**config.mk**
```make
export PLATFORM = sky130hd
export DESIGN_NAME = output_port_allocator
export DESIGN_NICKNAME = d
export VERILOG_FILES = /design/src/rtl/output_port_allocator.sv
export SDC_FILE = /design/constraint.sdc
export NUM_CORES = 1
export LEC_CHECK = 0
export CORE_ASPECT_RATIO = 0.6
export CORE_UTILIZATION = 40
export DETAILED_ROUTE_END_ITERATION = 12
export PLACE_DENSITY_LB_ADDON = 0.08
export SYNTH_ARGS = -nofsm -noshare
export SYNTH_HDL_FRONTEND = slang
export SYNTH_SLANG_ARGS = --single-unit
```
**constraint.sdc**
```tcl
create_clock -name clk -period 7.3 [get_ports clk]
set_clock_uncertainty 0.15 [all_clocks]
set_input_delay 0.73 -clock clk [delete_from_list [all_inputs] [get_ports clk]]
set_output_delay 0.73 -clock clk [all_outputs]
set_load 0.02 [all_outputs]
```
**src/rtl/output_port_allocator.sv**
```systemverilog
// Wormhole output-port allocator: round-robin arbitration, packet locking and credit tracking.
// Optional 32-bit statistics counters are enabled by defining OUTPUT_PORT_ALLOC_STATS_EN.
module output_port_allocator #(
  parameter int NUM_INPUTS        = 5,
  parameter int FLIT_BUFFER_DEPTH = 256,
  parameter int CREDIT_WIDTH      = $clog2(FLIT_BUFFER_DEPTH + 1),
  parameter int SEL_WIDTH         = $clog2(NUM_INPUTS)
) (
  input  logic                    clk,
  input  logic                    rst_n,
  input  logic [NUM_INPUTS-1:0]   req,
  input  logic [NUM_INPUTS-1:0]   req_is_tail,
  input  logic [NUM_INPUTS-1:0]   turn_disable,
  input  logic                    credit_in,
  output logic [NUM_INPUTS-1:0]   grant,
  output logic [SEL_WIDTH-1:0]    sel,
  output logic                    send_out,
  output logic                    locked,
  output logic [CREDIT_WIDTH-1:0] credits,
  output logic                    credit_err
`ifdef OUTPUT_PORT_ALLOC_STATS_EN
  ,
  output logic [31:0]             pkt_count,
  output logic [31:0]             flit_count,
  output logic [31:0]             stall_count
`endif
);

  typedef enum logic {IDLE, LOCKED} state_e;

  localparam logic [CREDIT_WIDTH-1:0] CREDITS_FULL = CREDIT_WIDTH'(FLIT_BUFFER_DEPTH);
  localparam logic [SEL_WIDTH-1:0]    LAST_INPUT   = SEL_WIDTH'(NUM_INPUTS - 1);
  localparam logic [NUM_INPUTS-1:0]   ONE_HOT_0    = NUM_INPUTS'(1);

  state_e                  state_q, state_d;
  logic [SEL_WIDTH-1:0]    rr_ptr_q, rr_ptr_d;
  logic [SEL_WIDTH-1:0]    owner_q, owner_d;
  logic [SEL_WIDTH-1:0]    sel_q, sel_d;
  logic [CREDIT_WIDTH-1:0] credits_q, credits_d;
  logic                    credit_err_q, credit_err_d;

  logic [NUM_INPUTS-1:0]   eligible;
  logic                    any_eligible;
  logic [SEL_WIDTH-1:0]    winner;
  logic [SEL_WIDTH-1:0]    xfer_idx;
  logic                    have_credit;

  assign eligible    = req & ~turn_disable;
  assign have_credit = (credits_q != '0);
  assign credits     = credits_q;
  assign credit_err  = credit_err_q;

  // Round-robin search: first eligible input at or after rr_ptr, wrapping.
  always_comb begin
    int                   idx;
    logic [SEL_WIDTH-1:0] idx_sel;
    any_eligible = 1'b0;
    winner       = '0;
    idx          = 0;
    idx_sel      = '0;
    for (int k = 0; k < NUM_INPUTS; k++) begin
      idx     = (int'(rr_ptr_q) + k) % NUM_INPUTS;
      idx_sel = SEL_WIDTH'(idx);
      if (!any_eligible && eligible[idx_sel]) begin
        any_eligible = 1'b1;
        winner       = idx_sel;
      end
    end
  end

  always_ff @(posedge clk or negedge rst_n) begin
    if (!rst_n) begin
      state_q      <= IDLE;
      rr_ptr_q     <= '0;
      owner_q      <= '0;
      sel_q        <= '0;
      credits_q    <= CREDITS_FULL;
      credit_err_q <= 1'b0;
    end else begin
      state_q      <= state_d;
      rr_ptr_q     <= rr_ptr_d;
      owner_q      <= owner_d;
      sel_q        <= sel_d;
      credits_q    <= credits_d;
      credit_err_q <= credit_err_d;
    end
  end

  // While locked, only the owner is served and turn_disable no longer applies.
  always_comb begin
    grant    = '0;
    send_out = 1'b0;
    sel      = sel_q;
    locked   = (state_q == LOCKED);
    xfer_idx = winner;
    if (state_q == LOCKED) begin
      sel      = owner_q;
      xfer_idx = owner_q;
      if (req[owner_q] && have_credit) begin
        grant    = ONE_HOT_0 << owner_q;
        send_out = 1'b1;
      end
    end else if (any_eligible && have_credit) begin
      grant    = ONE_HOT_0 << winner;
      sel      = winner;
      send_out = 1'b1;
    end
  end

  always_comb begin
    state_d  = state_q;
    owner_d  = owner_q;
    rr_ptr_d = rr_ptr_q;
    sel_d    = sel;
    if (send_out) begin
      if (req_is_tail[xfer_idx]) begin
        state_d  = IDLE;
        rr_ptr_d = (xfer_idx == LAST_INPUT) ? '0 : xfer_idx + 1'b1;
      end else begin
        state_d = LOCKED;
        owner_d = xfer_idx;
      end
    end
  end

  // A credit returned while already full is dropped and flagged until reset.
  always_comb begin
    credits_d    = credits_q;
    credit_err_d = credit_err_q;
    if (send_out && !credit_in) begin
      credits_d = credits_q - 1'b1;
    end else if (!send_out && credit_in) begin
      if (credits_q == CREDITS_FULL) begin
        credit_err_d = 1'b1;
      end else begin
        credits_d = credits_q + 1'b1;
      end
    end
  end

`ifdef OUTPUT_PORT_ALLOC_STATS_EN
  logic [31:0] pkt_count_q, pkt_count_d;
  logic [31:0] flit_count_q, flit_count_d;
  logic [31:0] stall_count_q, stall_count_d;
  logic        stalled;

  assign stalled     = !have_credit && ((state_q == LOCKED) ? req[owner_q] : any_eligible);
  assign pkt_count   = pkt_count_q;
  assign flit_count  = flit_count_q;
  assign stall_count = stall_count_q;

  always_comb begin
    pkt_count_d   = pkt_count_q + {31'd0, (send_out && req_is_tail[xfer_idx])};
    flit_count_d  = flit_count_q + {31'd0, send_out};
    stall_count_d = stall_count_q + {31'd0, stalled};
  end

  always_ff @(posedge clk or negedge rst_n) begin
    if (!rst_n) begin
      pkt_count_q   <= '0;
      flit_count_q  <= '0;
      stall_count_q <= '0;
    end else begin
      pkt_count_q   <= pkt_count_d;
      flit_count_q  <= flit_count_d;
      stall_count_q <= stall_count_d;
    end
  end
`endif

endmodule

```
Yosys cells after proc, flatten, opt, wreduce, memory -nomap -nowiden

Cells that the tools add are included.

Add/subtract/negate cells: 7
Div/mod/pow operators: 5
$lt $le $gt $ge: 7
Equality and inequality tests: 3
Shifts and indexed selects: 2
Muxes and demuxes: 38
Bitwise operators: 4
Reduce and logical (&&, ||, !) cells: 20

Operators by type and width:

| kind                                                                          | number |
|---|---|
| 32-bit by 4-bit remainder unit with 32-bit output (second input constant)     | 4 |
| 4-bit by 4-bit remainder unit with 32-bit output (second input constant)      | 1 |
| 3-bit by 4-bit less-than comparator with 1-bit output (second input constant) | 7 |
| 3-bit 2-to-1 mux                                                              | 9 |
| 9-bit 2-to-1 mux                                                              | 3 |
| 1-bit binary-select mux with 3-bit select                                     | 7 |
| 1-bit 2-to-1 mux                                                              | 16 |
| 5-bit 2-to-1 mux                                                              | 3 |
| 1-bit by 3-bit left shift with 5-bit output (first input constant)            | 2 |
| 9-bit by 1-bit adder with 9-bit output (second input constant)                | 1 |
| 9-bit equality test (second input constant)                                   | 1 |
| 9-bit nonzero test                                                            | 1 |
| 9-bit by 1-bit subtractor with 9-bit output (second input constant)           | 1 |
| 3-bit by 2-bit adder with 4-bit output (second input constant)                | 2 |
| 1-bit logical AND                                                             | 8 |
| 1-bit zero test                                                               | 6 |
| 2-bit AND reduction                                                           | 3 |
| 5-bit AND                                                                     | 1 |
| 5-bit NOT                                                                     | 1 |
| 3-bit by 1-bit adder with 4-bit output (second input constant)                | 1 |
| 3-bit by 3-bit adder with 4-bit output (second input constant)                | 1 |
| 3-bit by 1-bit adder with 3-bit output (second input constant)                | 1 |
| 3-bit equality test (second input constant)                                   | 1 |
| 3-bit AND reduction                                                           | 1 |
| 3 further kinds                                                               | 4 |

Register bits: 20
Bits of input ports: 18
Output and inout port bits: 20
Word-level logic and storage cells: 92

Logic depth before layout (Yosys ltp)

Gate-level depths: netlist of the first run.

Depth after elaboration: 24
Mapped depth: 35
Gate-level depth less buffers: 31

Least setup slack after synthesis of the first run

No wires, ideal clock.

Path kind: reg-to-reg
Start: register rr_ptr_q[0]
End: register credits_q[8], in the netlist credits[8]
Library setup time: 76 ps
Arrival time: 7117 ps
Data required time: 7074 ps
Setup slack: -44 ps
Stages on the path, launching flop included: 35
Clock period less this slack: 7344 ps
Cells stage by stage: dfrtp_1 -> buf_4 -> buf_6 -> clkinv_1 -> ha_1 -> inv_1 -> ha_1 -> inv_1 -> ha_1 -> or3_1 -> nand3_1 -> nand2_1 -> ha_1 -> nand2b_1 -> nand4_1 -> o211a_2 -> o211ai_1 -> a311o_1 -> and3_1 -> a21oi_1 -> nand2_1 -> nand2_1 -> ha_1 -> clkbuf_1 -> clkbuf_1 -> xor2_1 -> ha_1 -> a31o_2 -> a22oi_1 -> o21a_1 -> nor2b_1 -> o21ai_0 -> a21oi_1 -> o21ai_0 -> xnor2_1

Longest elaborated chain between the ends: 23

Ends and longest elaborated chain:

| element                                                                                    | line | RTL |
|---|---|---|
| start: declaration                                                                         | 36   | `logic [SEL_WIDTH-1:0] rr_ptr_q, rr_ptr_d;` |
| start signal: assignment                                                                   | 81   | `rr_ptr_q <= rr_ptr_d;` |
| branches (longest 15 deep; another with 32-bit by 4-bit remainder unit with 32-bit output) | n/a  |  |
| 1-bit 2-to-1 mux (*)                                                                       | 64   | `if (!any_eligible && eligible[idx_sel]) begin` |
| 1-bit logical AND (*)                                                                      | 103  | `end else if (any_eligible && have_credit) begin` |
| 1-bit 2-to-1 mux (*)                                                                       | 103  |  |
| 1-bit 2-to-1 mux (*)                                                                       | 96   | `if (state_q == LOCKED) begin` |
| net send_out                                                                               | 17   | `output logic send_out,` |
| 1-bit zero test                                                                            | 132  | `end else if (!send_out && credit_in) begin` |
| 1-bit logical AND                                                                          | 132  |  |
| 2-bit nonzero test (no line)                                                               | n/a  |  |
| 2-bit AND reduction (no line)                                                              | n/a  |  |
| end signal: assignment                                                                     | 84   | `credits_q <= credits_d;` |
| end: declaration                                                                           | 39   | `logic [CREDIT_WIDTH-1:0] credits_q, credits_d;` |

Mark *: on every way through the listed nets, which the timed path passes. The select of a mux whose other input is x is not followed.
A chain may end at the register's enable or synchronous reset.

Worst setup path in the final report of the first run

Start: register rr_ptr_q[1]
End: register credits_q[7], in the netlist credits[7]

Longest elaborated chain between the ends: 23

Ends and longest elaborated chain:

| element                                                                                    | line |
|---|---|
| branches (longest 15 deep; another with 32-bit by 4-bit remainder unit with 32-bit output) | n/a |
| 1-bit 2-to-1 mux (*)                                                                       | 64 |
| 1-bit logical AND (*)                                                                      | 103 |
| 1-bit 2-to-1 mux (*)                                                                       | 103 |
| 1-bit 2-to-1 mux (*)                                                                       | 96 |
| 1-bit zero test                                                                            | 132 |
| 1-bit logical AND                                                                          | 132 |
| 2-bit nonzero test (no line)                                                               | n/a |
| 2-bit AND reduction (no line)                                                              | n/a |

Every way passes the cells marked *. The select of a mux whose other input is x is not followed.

==> Flow_metrics.wiki, run 1 <==
{| class="wikitable"
! Metric !! Value
|-
| Global placer's final weighted congestion || 0.8630
|-
| Setup violators final || 0
|-
| Max Root-Sink Buffers || 2
|-
| Library cell appearing most often on the critical path || ha_1
|-
| DRC violation count after routing || 0
|-
| Standard cell with the maximum stage delay on the critical path || a311o_1
|-
| Startpoint of the worst-slack reg-to-reg timing path || rr_ptr_q[1]
|-
| Final critical-path required period || 6755 ps
|-
| Worst reg-to-reg path cell count || 32
|-
| Mean area per synthesized cell || 7.906 um2
|-
| Cts hold-fix bufs || 0
|-
| Maximum clock frequency || 148.0 MHz
|-
| Final-report max-slew violation count || 0
|-
| Layout cells sized above 1 || 13.38%
|-
| Pre-Repair DR Iteration Count || 6
|-
| Relative slew margins || 33.87%
|-
| FF-to-FF End || credits[7]
|-
| Net count of the mapped netlist || 466
|-
| TritonCTS buffer count || 3
|-
| Clock tree from TritonCTS || yes
|-
| Via count || 3387
|-
| Later-pin clock latency in the skew report || 260 ps
|-
| Clock transition time at the flip-flop clock pins of the worst setup and hold paths || 60 ps
|-
| Library cell with the largest summed area after synthesis || dfrtp_1
|-
| Number of warning messages in the yosys log || 0
|-
| FF-to-FF setup slack || 550 ps
|-
| Data required time of the critical path || 7290 ps
|-
| Dpl hpwl || 7812 um
|-
| Number of flops mapped to enable cells by yosys || 0
|-
| Period utilisation layout || 92.53%
|-
| Footprint of the flip-flops and latches || 501.7 um2
|-
| Part of the Yosys area used for sequential elements || 14.97%
|-
| Gate Count Post-Synth || 424
|-
| Layout overhead on the synthesized area || 17.43%
|-
| RSZ-0062 raised after global routing || false
|-
| Number of storage elements in the synthesis netlist || 20
|-
| Result of the run || finished clean
|-
| Count of maximum capacitance violations || 0
|-
| Routed vias/inst || 6.005
|-
| DIE HEIGHT || 72.91 um
|-
| Initial core utilization || 41.86%
|-
| Unique masters post-synth || 86
|-
| Leading post-synthesis cells by instance count || nand2_1, o21ai_0, nor2_1
|-
| Floorplan die width || 120.2 um
|-
| Library cell with the highest instance count after synthesis || nand2_1
|-
| Type of the setup path with the least slack || reg2reg
|-
| Maximum number of pins on one net before global-route repair || 29
|-
| Number of gates resized after CTS || 0
|-
| Number of nets still failing antenna checks after routing || 0
|-
| Routed length per instance || 17.49 um
|-
| Starting DRC count in detailed routing || 316
|-
| Worst Hold Endpoint || credit_err
|-
| Pin slew with the least headroom to its limit || 988.8 ps
|-
| Proportion of register bits with asynchronous set or reset after synthesis || 100.0%
|-
| H-tree depth reported by CTS || 1
|-
| First-pass GRT wire length || 16180 um
|-
| Count of fill cells added during filler insertion || 782
|-
| Die footprint || 8762 um2
|-
| Overall Global Routing Usage || 23.38%
|-
| Buffers on Ports || 37
|-
| Total setup buffers inserted after CTS || 0
|-
| Maximum fanout along the worst path || 20
|-
| Worst setup EP type || register
|-
| GR Overflow Total || 0
|-
| Wire length after detailed routing || 9864 um
|-
| Total number of clock tree sinks || 20
|-
| Most used DFF post-synth || dfrtp_1
|-
| Total Nets Final || 499
|-
| Core Region || 8008 um2
|-
| Crit path launch type || register
|-
| Share of Yosys cell area claimed by the top area cell type || 14.18%
|-
| Biggest cell delay along the critical path || 440 ps
|-
| Number of antenna violations at the first check in global routing || 0
|-
| Area used by multi-input combinational logic || 2674 um2
|-
| Sum of negative setup slack || 0 ps
|-
| Via count of the first global-routing pass || 3050
|-
| Rows || 25
|-
| Data arrival time at the worst-slack endpoint || 6750 ps
|-
| Count of final hold-check violations || 0
|-
| Hold Path Stages || 1
|-
| Number of antenna cells inserted || 0
|-
| Total I/O pin count || 38
|-
| Path category of the worst min-delay check || reg2reg
|-
| Clk root buf || clkbuf_16
|-
| Leading post-synthesis cells by cell area || dfrtp_1, ha_1, o21ai_0, nand2_1, mux2i_1
|-
| Post-synthesis instance area || 3352 um2
|-
| Startpoint of the most critical hold path || credit_err
|}
==> per-stage QoR <==
stage / cells / hold slack, ps / utilization, % / setup slack, ps / instance area (um2)
3_5_place_dp: 560 / 305.2 / 47.77 / 489.3 / 3825
5_1_grt: 564 / 327.7 / 49.16 / 55.42 / 3936
4_1_cts: 564 / 318.3 / 49.08 / 449.8 / 3930
6_report: 564 / 313.9 / 49.16 / 545.3 / 3936
3_3_place_gp: 560 / 311.2 / 47.77 / 820.4 / 3825
2_1_floorplan: 424 / 284.4 / - / 94.59 / 3353
==> flip-flops by register name, summed over array words and instances (netlist names) <==
register	count
credit_err	1
rr_ptr_q	3
sel_q	3
locked	1
owner_q	3
credits	9
==> cell families (layout without fill, tap and decap cells) <==
group	after synthesis	after routing	share of synthesized area (%)
and+or+nand+nor	156	156	25.16
adders and majority gates	24	24	8.959
muxes	27	27	9.294
DFF	20	20	14.97
xor gates and xnor gates	21	21	6.271
AOI/OAI and AO/OA	137	137	29.90
buffers and inverters	39	71	5.449
==> layout by cell type, fill, tap and decap left out, drive strengths merged, types with 3 or more instances in the layout <==
cell type | Yosys | final
a21o | 3 | 3
clkbuf | 11 | 3
or3 | 4 | 4
xor2 | 4 | 4
buf | 8 | 10
nor4b | 3 | 3
nor4 | 10 | 10
o21a | 3 | 3
dfrtp | 19 | 19
nand3 | 12 | 12
mux2 | 8 | 8
a31oi | 6 | 6
o21ai | 39 | 39
o31ai | 4 | 4
nor3 | 8 | 8
o22ai | 4 | 4
a31o | 3 | 3
xnor2 | 17 | 17
inv | 18 | 18
nand2 | 42 | 42
nor2b | 9 | 9
a32o | 3 | 3
a21boi | 3 | 3
nor2 | 30 | 30
and3 | 8 | 8
o211ai | 11 | 11
a211oi | 5 | 5
nand4 | 4 | 4
clkdlybuf4s50 | 0 | 37
nand2b | 14 | 14
a21oi | 27 | 27
ha | 24 | 24
mux2i | 18 | 18
==> how the worst max path moves through the flow <==
| stage | startpoint | endpoint |
|---|---|---|
| after global routing | rr_ptr_q[1] | credits[7] |
| after global placement | rr_ptr_q[1] | credits[7] |
| after detailed placement | rr_ptr_q[1] | credits[7] |
| final | rr_ptr_q[1] | credits[7] |
| after CTS | rr_ptr_q[1] | credits[7] |
| after floorplan | rr_ptr_q[0] | credits[8] |
==> routing by layer <==
metal	track usage (%)	up-vias	wire length (um)	share of wire, %
met3	5.156	6	956	9.7
li1	-	1646	-	-
met2	30.52	164	3609	37
met1	38.14	1571	5256	53
met4	2.917	0	42	0.43
met5	0	-	0	0
==> critical path, delay by kind of cell (launching register included) <==
family          cells  cell delay, ps
compound gates     10            2040
xor+xnor            1             170
fa+ha+maj           5            1280
buf+inv             6             900
flops               1             380
simple gates       10            1690
==> area by class of cell <==
cell class | instances | share of cell area (%)
multi-input combinational | 365 | 67.93
sequential | 20 | 12.75
timing repair buffer | 47 | 11.32
tap | 108 | 3.433
clock buffer | 3 | 1.907
inverter | 20 | 1.907
clock inverter | 1 | 0.7629
Power of run 1 is not shown: default switching activity piles up to over one toggle a cycle in this logic, so the estimate is an artifact.
==> inputs of run 2 (changes only) <==
--- a/config.mk
+++ b/config.mk
@@ -7,6 +7,7 @@
 export LEC_CHECK = 0
 export CORE_ASPECT_RATIO = 0.6
 export CORE_UTILIZATION = 40
+export CTS_BUF_LIST = sky130_fd_sc_hd__clkbuf_4
 export DETAILED_ROUTE_END_ITERATION = 12
 export PLACE_DENSITY_LB_ADDON = 0.08
 export SYNTH_ARGS = -nofsm -noshare
==> run 2 against run 1 <==
Effect of this change: via count about the same; highest routed layer unchanged; first-iteration DRC count up 5.4%; critical endpoint unchanged; critical path depth unchanged; largest cell class unchanged; sequential share of layout area up 0.17 points; count of clock-buffer cells in the layout unchanged; global-route usage down 0.051 points.
==> Flow_metrics.wiki, run 2 (synthesis results as in run 1) <==
{| class="wikitable"
! Metric !! Value
|-
| Library cell appearing most often on the critical path || ha_1
|-
| Period utilisation layout || 92.62% (about the same)
|-
| Worst slack, placed || 489.3 ps (unchanged)
|-
| Routed vias/inst || 6.004 (about the same)
|-
| Overall Global Routing Usage || 23.33% (-0.051 points)
|-
| Clk root buf || clkbuf_4
|-
| Most frequent standard cell in the layout excluding fill and tap cells || nand2_1
|-
| Routed metal-1 wirelength || 5403 um (+2.8%)
|-
| Sum of negative setup slack || 0 ps (unchanged)
|-
| TritonCTS buffer count || 3 (unchanged)
|-
| RSZ-0062 raised after global routing || false
|-
| Type of the setup path with the least slack || reg2reg
|-
| Final-report max-slew violation count || 0 (unchanged)
|-
| Total number of clock tree sinks || 20 (unchanged)
|-
| Data required time of the critical path || 7380 ps (+90 ps)
|-
| Path category of the worst min-delay check || reg2reg
|-
| Routed length per instance || 17.48 um (about the same)
|-
| Wire length after detailed routing || 9857 um (about the same)
|-
| DIE HEIGHT || 72.91 um (unchanged)
|-
| Via count of the first global-routing pass || 3047 (-0.098%)
|-
| Max Root-Sink Buffers || 2 (unchanged)
|-
| Clock tree from TritonCTS || yes
|-
| Worst setup EP type || register
|-
| Final critical-path required period || 6761 ps (+6.471 ps)
|-
| Later-pin clock latency in the skew report || 330 ps (+70 ps)
|-
| Data arrival time at the worst-slack endpoint || 6840 ps (+90 ps)
|-
| DRC violation count after routing || 0 (unchanged)
|-
| Number of nets still failing antenna checks after routing || 0 (unchanged)
|-
| Initial core utilization || 41.86% (unchanged)
|-
| Floorplan die width || 120.2 um (unchanged)
|-
| Rows || 25 (unchanged)
|-
| Number of antenna violations at the first check in global routing || 0 (unchanged)
|-
| Standard cell with the maximum stage delay on the critical path || a311o_1
|-
| Number of flip-flops in the largest register || 9 (unchanged)
|-
| Met3 wirelength from detailed routing || 763 um (-20%)
|-
| Core Region || 8008 um2 (unchanged)
|-
| Bufs and invs on worst path || 6 (unchanged)
|-
| Via count || 3386 (-0.030%)
|-
| Die footprint || 8762 um2 (unchanged)
|-
| First-pass GRT wire length || 16200 um (+0.13%)
|-
| Global placer's final weighted congestion || 0.8630 (unchanged)
|-
| Crit path launch type || register
|-
| Pin slew with the least headroom to its limit || 997.8 ps (+8.980 ps)
|-
| Maximum fanout along the worst path || 20 (unchanged)
|-
| Highest-count cells in the layout ignoring fill and taps || nand2_1, clkdlybuf4s50_1, o21ai_0
|-
| Cts hold-fix bufs || 0 (unchanged)
|-
| Pre-Repair DR Iteration Count || 5 (-1)
|-
| Maximum number of pins on one net before global-route repair || 29 (unchanged)
|-
| Total Nets Final || 499 (unchanged)
|-
| Biggest cell delay along the critical path || 440 ps (about the same)
|-
| Non-Filler Instances || 564 (unchanged)
|-
| Number of antenna cells inserted || 0 (unchanged)
|-
| Relative slew margins || 33.27% (-0.60 points)
|-
| H-tree depth reported by CTS || 1 (unchanged)
|-
| Setup violators final || 0 (unchanged)
|-
| Total I/O pin count || 38 (unchanged)
|-
| Result of the run || finished clean
|-
| Count of final hold-check violations || 0 (unchanged)
|-
| Buffers on Ports || 37 (unchanged)
|-
| Placed cells || 560 (unchanged)
|-
| Total setup buffers inserted after CTS || 0 (unchanged)
|-
| Maximum clock frequency || 147.9 MHz (about the same)
|-
| Clock transition time at the flip-flop clock pins of the worst setup and hold paths || 150 ps (+90 ps)
|-
| Detailed route wirelength on metal2 || 3628 um (+0.53%)
|-
| Starting DRC count in detailed routing || 333 (+5.4%)
|-
| Cell family with the largest share of critical-path delay || compound AO/OA/AOI/OAI gates
|-
| Layout overhead on the synthesized area || 15.86%
|-
| Layout cells sized above 1 || 13.38% (unchanged)
|-
| Number of gates resized after CTS || 0 (unchanged)
|-
| Dpl hpwl || 7812 um (unchanged)
|-
| GR Overflow Total || 0 (unchanged)
|-
| Slack of the critical path || 538.8 ps (-6.471 ps)
|-
| DR top layer || met4
|-
| Count of maximum capacitance violations || 0 (unchanged)
|}
run 2: stage by stage:
step	hold slack (ps)	area (um2)	util, %
finish	326.2	3884	48.50
global route	343.7	3884	48.50
CTS	332.8	3877	48.42
detailed placement	305.2	3825	47.77
global placement	311.2	3825	47.77
floorplan	284.4	3353	-
run 2: layout make-up:
type	instances	area [um2]
multi-input combinational	365	2674
sequential	20	501.7
tap	108	135.1
timing repair buffer	47	445.4
clock inverter	1	30.03
fill	783	4124
clock buffer	3	22.52
inverter	20	75.07
run 2: final timing paths:
kind	startpoint	end	slack, ps	depth (start not counted)
setup / recovery	rr_ptr_q[1]	credits[7]	540	32
hold / removal	credit_err	credit_err	330	1
setup reg to reg	rr_ptr_q[1]	credits[7]	540	32
hold reg to reg	credit_err	credit_err	330	1
max in group asynchronous	rst_n	owner_q[0]	5590	1
min in group asynchronous	rst_n	credits[6]	790	1
run 2: layer usage:
layer  vias up  track usage (%)
met2       135            30.20
met1      1594            38.48
met3         8            4.766
li1       1649                -
met4         0            2.917
met5         -                0
Power of run 2 is left out for the same reason.
